==> config.mk <==
export PLATFORM = sky130hd
export DESIGN_NAME = farm_sensor_conditioner
export DESIGN_NICKNAME = d
export VERILOG_FILES = /design/src/rtl/traffic_pkg.sv /design/src/rtl/farm_sensor_conditioner_sync2.sv /design/src/rtl/farm_sensor_conditioner.sv
export SDC_FILE = /design/constraint.sdc
export NUM_CORES = 1
export LEC_CHECK = 0
export CAP_MARGIN = 20
export CORE_AREA = 2 2 61 63
export DETAILED_ROUTE_END_ITERATION = 7
export DIE_AREA = 0 0 63 65
export PLACE_DENSITY = 0.75
export SYNTH_ARGS = -nofsm -noshare
export SYNTH_HDL_FRONTEND = slang
export SYNTH_SLANG_ARGS = --single-unit
export TNS_END_PERCENT = 20
==> constraint.sdc <==
create_clock -name clk -period 3.55 [get_ports clk]
set_clock_uncertainty 0.05 [all_clocks]
set_input_delay 0.71 -clock clk [delete_from_list [all_inputs] [get_ports clk]]
set_output_delay 0.71 -clock clk [all_outputs]
set_load 0.02 [all_outputs]
==> src/rtl/traffic_pkg.sv <==
// Shared definitions between the farm-road sensor conditioner and traffic_light:
// lamp encodings and the conditioner's state type.
package traffic_pkg;

   localparam logic [2:0] LIGHT_RED    = 3'b100;
   localparam logic [2:0] LIGHT_YELLOW = 3'b010;
   localparam logic [2:0] LIGHT_GREEN  = 3'b001;

   typedef enum logic [2:0] {
      S_IDLE    = 3'd0,
      S_QUALIFY = 3'd1,
      S_REQUEST = 3'd2,
      S_SERVED  = 3'd3,
      S_FAULT   = 3'd4
   } sens_state_t;

endpackage

==> src/rtl/farm_sensor_conditioner_sync2.sv <==
// Generic two-flop synchronizer for a single asynchronous level signal,
// cleared to 0 by the asynchronous active-low reset.
module sync2 (
   input  logic clk,
   input  logic rst_n,
   input  logic i_d,
   output logic o_q
);

   logic r_meta;
   logic r_sync;

   always_ff @(posedge clk or negedge rst_n) begin
      if (!rst_n) begin
         r_meta <= 1'b0;
         r_sync <= 1'b0;
      end else begin
         r_meta <= i_d;
         r_sync <= r_meta;
      end
   end

   assign o_q = r_sync;

endmodule

==> src/rtl/farm_sensor_conditioner.sv <==
// Turns the raw farm-road loop detector into a latched, debounced vehicle call
// for traffic_light, with stuck-on loop detection and a served-call counter.
module farm_sensor_conditioner
   import traffic_pkg::*;
#(
   parameter int          DEBOUNCE     = 4,
   parameter int unsigned STUCK_CYCLES = 50000,
   parameter int          CNT_W        = 16
) (
   input  logic       clk,
   input  logic       rst_n,
   input  logic       loop_raw,
   input  logic [2:0] light_farm,
   output logic       sensor,
   output logic       fault,
   output logic [7:0] call_count
);

   localparam int QW = (DEBOUNCE < 1) ? 1 : $clog2(DEBOUNCE + 1);
   localparam logic [QW-1:0]    DEB     = QW'(DEBOUNCE);
   localparam logic [CNT_W-1:0] STUCK_C = CNT_W'(STUCK_CYCLES);

   sens_state_t      r_state, w_state_nxt;
   logic [QW-1:0]    r_qual, w_qual_nxt;
   logic [CNT_W-1:0] r_stuck, w_stuck_nxt;
   logic             w_loop_s;
   logic             w_stuck_hit;
   logic             w_call_inc;
   logic             w_green;
   logic             r_sensor, r_fault;
   logic [7:0]       r_call_count;

   sync2 u_sync (
      .clk   (clk),
      .rst_n (rst_n),
      .i_d   (loop_raw),
      .o_q   (w_loop_s)
   );

   assign w_green = (light_farm == LIGHT_GREEN);

   // Stuck detector: saturating run length of consecutive synchronized highs.
   always_comb begin
      w_stuck_nxt = r_stuck;
      if (!w_loop_s)
         w_stuck_nxt = '0;
      else if (r_stuck != STUCK_C)
         w_stuck_nxt = r_stuck + CNT_W'(1);
      w_stuck_hit = w_loop_s && (w_stuck_nxt == STUCK_C);
   end

   always_comb begin
      w_state_nxt = r_state;
      w_qual_nxt  = r_qual;
      w_call_inc  = 1'b0;
      case (r_state)
         S_IDLE: begin
            if (w_loop_s) begin
               if (DEBOUNCE <= 1) begin
                  w_state_nxt = S_REQUEST;
                  w_qual_nxt  = '0;
                  w_call_inc  = 1'b1;
               end else begin
                  w_state_nxt = S_QUALIFY;
                  w_qual_nxt  = QW'(1);
               end
            end
         end
         S_QUALIFY: begin
            if (!w_loop_s) begin
               w_state_nxt = S_IDLE;
               w_qual_nxt  = '0;
            end else if ((r_qual + QW'(1)) == DEB) begin
               w_state_nxt = S_REQUEST;
               w_qual_nxt  = '0;
               w_call_inc  = 1'b1;
            end else begin
               w_qual_nxt  = r_qual + QW'(1);
            end
         end
         S_REQUEST: begin
            if (w_green)
               w_state_nxt = S_SERVED;
         end
         S_SERVED: begin
            if (!w_green)
               w_state_nxt = S_IDLE;
         end
         S_FAULT: begin
            // Here the qualify counter counts consecutive lows toward recovery.
            if (w_loop_s) begin
               w_qual_nxt  = '0;
            end else if ((r_qual + QW'(1)) == DEB) begin
               w_state_nxt = S_IDLE;
               w_qual_nxt  = '0;
            end else begin
               w_qual_nxt  = r_qual + QW'(1);
            end
         end
         default: begin
            w_state_nxt = S_IDLE;
            w_qual_nxt  = '0;
         end
      endcase

      if (w_stuck_hit) begin
         w_state_nxt = S_FAULT;
         w_qual_nxt  = '0;
         w_call_inc  = 1'b0;
      end
   end

   always_ff @(posedge clk or negedge rst_n) begin
      if (!rst_n) begin
         r_state      <= S_IDLE;
         r_qual       <= '0;
         r_stuck      <= '0;
         r_sensor     <= 1'b0;
         r_fault      <= 1'b0;
         r_call_count <= 8'd0;
      end else begin
         r_state      <= w_state_nxt;
         r_qual       <= w_qual_nxt;
         r_stuck      <= w_stuck_nxt;
         r_sensor     <= (w_state_nxt == S_REQUEST) || (w_state_nxt == S_FAULT);
         r_fault      <= (w_state_nxt == S_FAULT);
         r_call_count <= r_call_count + {7'd0, w_call_inc};
      end
   end

   assign sensor     = r_sensor;
   assign fault      = r_fault;
   assign call_count = r_call_count;

endmodule

# ---- Word level (Yosys, flattened, before mapping)
# Index checks and enable logic that the tools add are counted.
dict set report op_classes {
  n_reduce_logical 5
  n_eq_ne 12
  muxes 21
  add_sub_neg 3
}
# op count
set ops {}
lappend ops {{$mux 3} 13}
lappend ops {{$mux 16} 2}
lappend ops {{$add 16x1->16 const B} 1}
lappend ops {{$eq 16x16->1 const B} 1}
lappend ops {{$ne 16x16->1 const B} 1}
lappend ops {{$pmux 3 s5} 1}
lappend ops {{$pmux 3 s4} 1}
lappend ops {{$eq 3x2->1 const B} 3}
lappend ops {{$eq 3x3->1 const B} 3}
lappend ops {{$add 8x1->8} 1}
lappend ops {{$eq 3x1->1 const B} 2}
lappend ops {{$mux 1} 4}
lappend ops {{$add 3x1->3 const B} 1}
lappend ops {{$logic_not 3->1} 1}
lappend ops {{$ne 3x2->1 const B} 1}
lappend ops {{$ne 2x1->1 const B} 1}
lappend ops {{$reduce_and 2->1} 1}
lappend ops {{$reduce_or 2->1} 1}
lappend ops {{$logic_and 1x1->1} 1}
lappend ops {{$logic_or 1x1->1} 1}
dict set report word_totals {
  in_bits 6
  ff_bits 34
  wordCells 49
}

# ---- Depth between registers and ports, before layout
dict set report depth {
  ltp_word 8
  mapped_depth 15
  depth_no_buf 14
}

# ---- Hierarchy
# From an unflattened synthesis, not the netlist that was laid out.
dict set report unflattened {
  cells_unflattened 200
  hier_area_um2 1933.1
}
# mod instances area_each_um2 cells_each seq_area_each_um2
set by_module_without_submodules {}
lappend by_module_without_submodules {farm_sensor_conditioner 1 1883.1 198 800.8}
lappend by_module_without_submodules {sync2 1 50.0 2 50.0}

# ---- Worst setup path after synthesis
# OpenSTA, ideal clock, no wires.
dict set report synth_timing {
  path_type {flip-flop to flip-flop}
  startpoint {register r_stuck[0]}
  endpoint {register r_call_count[6], in the netlist call_count[6]}
  period_less_slack_ns 3.064
  t_arrival_ns 2.884
  path_slack_ns 0.486
  t_required_ns 3.371
  stages_incl_launch_ff 16
  setup_time_ns 0.129
  cell_sequence {dfrtp_1 -> buf_2 -> inv_1 -> ha_1 -> mux2i_1 -> nand4b_1 -> nor4b_2 -> o2111ai_1 -> nor4b_4 -> or2_1 -> nor2_1 -> ha_1 -> ha_1 -> and3_1 -> nand3_1 -> xnor2_1}
}
dict set report synth_via {
  elab_chain_len 7
  elab_cells_between_ends 8
}
# element line
set synth_rtl {}
lappend synth_rtl {{start, declared} farm_sensor_conditioner.sv:25} ;# logic [CNT_W-1:0] r_stuck, w_stuck_nxt;
lappend synth_rtl {{start signal, assigned} farm_sensor_conditioner.sv:124} ;# r_stuck <= w_stuck_nxt;
lappend synth_rtl {{$add 16x1->16 or $ne 16x16->1 (tied branches)} {farm_sensor_conditioner.sv:48, farm_sensor_conditioner.sv:47}}
lappend synth_rtl {{$mux 16 (*)} farm_sensor_conditioner.sv:47} ;# else if (r_stuck != STUCK_C)
lappend synth_rtl {{$mux 16 (*)} farm_sensor_conditioner.sv:45} ;# if (!w_loop_s)
lappend synth_rtl {{$eq 16x16->1 (*)} farm_sensor_conditioner.sv:49} ;# w_stuck_hit = w_loop_s && (w_stuck_nxt == STUCK_C);
lappend synth_rtl {{$logic_and 1x1->1 (*)} farm_sensor_conditioner.sv:49}
lappend synth_rtl {{$mux 1 (*)} farm_sensor_conditioner.sv:106} ;# if (w_stuck_hit) begin
lappend synth_rtl {{$add 8x1->8 (*)} farm_sensor_conditioner.sv:127} ;# r_call_count <= r_call_count + {7'd0, w_call_inc};
lappend synth_rtl {{end signal, assigned} farm_sensor_conditioner.sv:127}
lappend synth_rtl {{end, declared} farm_sensor_conditioner.sv:31} ;# logic [7:0] r_call_count;
# Every way passes the cells marked *; elsewhere a longest branch is shown, timed or not.
# A chain may end at the register's enable or synchronous reset.

# ---- Worst setup path after layout
# Same ends and word-level chain as after synthesis.

==> results.py <==
metrics = {
    "placed_design": {
        "numPlacedInstances": 245,
        "routabilityCongestion": 0.868,
        "dp_hpwl_um": 2620,
        "io_buffers": 15,
        "placed_area_um2": 2070,
    },
    "timing": {
        "slew_headroom_pct": 47.1,
        "min_period_ns": 3.30,
        "setup_violations": 0,
        "worst_slew_pin_slew_ns": 0.773,
        "post-route-period-util_pct": 92.9,
        "tns_ns": 0,
        "finalHoldViolCount": 0,
        "fmax_mhz": 303,
        "rsz0062_at_grt": "false",
        "drv_slew": 0,
        "timing.hold.ws_ns": 0.313,
    },
    "synthesis": {
        "ys_seq_area_share_pct": 45.2,
        "synth_cells": 188,
        "ys_seq_elements": 34,
        "synthesis.nets": 200,
        "synthDistinctLibCells": 48,
        "netlist_area_um2": 1880,
        "synth_ff_type": "dfrtp_1",
        "synth.avg_cell_area_um2": 10.0,
        "synth_edf_count": 0,
        "yosys_warnings": 0,
        "async_flop_share_pct": 100,
    },
    "floorplanning": {
        "die_w_um": 63,
        "row_count": 22,
        "io_pins": 16,
        "dieArea_um2": 4100,
        "die_h_um": 65,
        "coreArea_um2": 3500,
        "start_util_pct": 53.8,
    },
    "final_layout": {
        "synthToLayoutAreaGrowth_pct": 14.4,
        "finalInstanceArea_um2": 2150,
        "fillers": 284,
        "seqCellArea_um2": 851,
        "final_nets": 216,
        "multi_input_area_um2": 953,
        "layout-drive-gt1-share_pct": 9.76,
        "fin_util_pct": 61.6,
        "diodes": 0,
        "finalNonFillerCells": 253,
    },
    "drt": {
        "firstDrtPassIters": 5,
        "drt_iter0_drc": 103,
        "via_per_inst": 5.79,
        "ant_nets": 0,
        "via_count": 1466,
        "wl_per_cell_um": 14.5,
        "drt-total-wl_um": 3660,
        "drc": 0,
    },
    "global_route": {
        "overflow": 0,
        "antenna_found_initial": 0,
        "grt_pass1_wl_um": 6500,
        "grtUsageTotal_pct": 20.1,
        "grt_pass1_vias": 1483,
        "grt_max_degree": 35,
    },
    "run_status": {
        "status": "completed",
    },
    "critical_path": {
        "cp_max_fo": 9,
        "timing.rr.end": "call_count[6]",
        "r2r_cells": 13,
        "startpoint_type": "flip-flop",
        "setup.worst_path.class": "reg2reg",
        "end_kind": "flip-flop",
        "r2r_start": "r_stuck[0]",
        "r2r_slack_ns": 0.25,
        "arrival_ns": 3.52,
        "cp.required_ns": 3.77,
    },
    "clock_tree": {
        "cts_buffer_depth": 2,
        "clkLatencyLatePin_ns": 0.34,
        "cts_hold_buf": 0,
        "htree_levels": 2,
        "cts_buffers": 5,
        "cts_tree": "done",
        "clock-sinks": 34,
        "root_buffer": "clkbuf_4",
        "clkSlewWorstSetupHoldPaths_ns": 0.12,
        "cts_resized": 0,
        "post_cts_buffers": 0,
    },
    "min_path": {
        "hp-start": "u_sync.r_meta",
        "whs_endpoint": "u_sync.o_q",
        "hold_class": "reg2reg",
        "hold_depth": 0,
    },
    "power_and_ir_drop": {
        "p_switching_mw": 0.183,
        "powerDensity_nw_per_um2": 349,
        "p_clk_share_pct": 38.4,
        "swShare_pct": 24.3,
        "seqPwrFrac_pct": 54.5,
        "ir_worst_vdd_mv": 0.348,
        "pwr-share-comb_pct": 7.0,
        "internal-power_mw": 0.569,
        "leakage_nw": 0.900,
    },
    "run": {
        "maxCapViolCount": 0,
    },
}
-- worst max path at each step --
stage,start,endpoint
after floorplan,r_stuck[0],call_count[6]
after global placement,r_stuck[0],call_count[6]
after detailed placement,r_stuck[0],call_count[6]
after CTS,r_stuck[0],call_count[6]
after global routing,r_stuck[0],call_count[6]
final,r_stuck[0],call_count[6]
-- state kept, by name (all words and copies together) (netlist names) --
name	cells
u_sync.o_q	1
r_stuck	16
u_sync.r_meta	1
r_state	3
call_count	8
r_qual	3
sensor	1
fault	1
-- kinds of logic (layout without fill, tap and decap cells) --
group / after synthesis / count (layout) / synth area share [%]
and+or+nand+nor: 80 / 80 / 26.0
DFF: 34 / 34 / 45.2
AOI/OAI and AO/OA: 28 / 28 / 10.2
xor gates and xnor gates: 19 / 19 / 8.84
buffers and inverters: 18 / 35 / 4.12
adders and majority gates: 6 / 6 / 3.99
muxes: 3 / 3 / 1.60
-- power by group through the flow --
stage / Combinational (mW) / Sequential, mW / Clock (mW)
after floorplan: 0.0299 / 0.414 / 0
after global placement: 0.0515 / 0.416 / 0
after detailed placement: 0.0534 / 0.417 / 0
after CTS: 0.0536 / 0.409 / 0.294
after global routing: 0.0603 / 0.411 / 0.309
final: 0.0529 / 0.410 / 0.289
-- per-stage QoR --
step	power (mW)	setup slack, ns
6_report	0.752	0.251
5_1_grt	0.780	0.0258
4_1_cts	0.757	0.229
3_5_place_dp	0.470	0.275
3_3_place_gp	0.467	0.355
2_1_floorplan	0.444	0.486
-- worst max-delay path: stages, from the launching register on --
cell and delay, ns:
dfrtp_1 0.50, ha_1 0.29, and3_1 0.27, xnor2_1 0.16, o32ai_1 0.28, o2111ai_1 0.26, nor4b_4 0.34, or2_1 0.18
nor2_1 0.06, ha_1 0.21, ha_1 0.21, and3_1 0.21, nand3_1 0.10, xnor2_1 0.11
-- layout by cell type (no fill, tap or decap), types with 2 or more instances in the layout --
master / count
a211oi_1: 2
a21oi_1: 8
and3_1: 3
and4_1: 2
and4b_1: 2
buf_4: 3
clkbuf_4: 5
clkdlybuf4s50_1: 15
clkinvlp_4: 2
dfrtp_1: 34
ha_1: 6
inv_1: 9
mux2i_1: 3
nand2_1: 11
nand2b_1: 4
nand3_1: 8
nand3b_1: 3
nand4_1: 5
nor2_1: 16
nor3_1: 4
nor4_1: 3
nor4b_2: 2
o2111ai_1: 2
o21ai_0: 4
or2_1: 3
or3_1: 5
xnor2_1: 16
xor2_1: 3
-- cell usage after synthesis, types with 4 or more instances --
cell	instances	area, um2
buf_2	5	25.0
o21ai_0	4	20.0
or3_1	5	31.3
ha_1	6	75.1
dfrtp_1	34	851
xnor2_1	16	140
nor3_1	4	20.0
nand3_1	8	40.0
nand2b_1	4	25.0
inv_1	9	33.8
nand4_1	5	31.3
nand2_1	11	41.3
a21oi_1	8	40.0
nor2_1	16	60.1
-- metal layers --
layer  track usage (%)  wire [um]
met3              4.51        121
met1              22.5       1560
met2              37.2       1930
met4              7.22         51
met5                 0          0
-- layout make-up --
class	count	share of cell area [%]
inverter	9	1.57
sequential	34	39.5
tap	48	2.79
clock inverter	3	2.09
multi-input combinational	136	44.3
clock buffer	5	1.74
timing repair buffer	18	8.02
No activity file was read; power rests on OpenSTA's default activity.
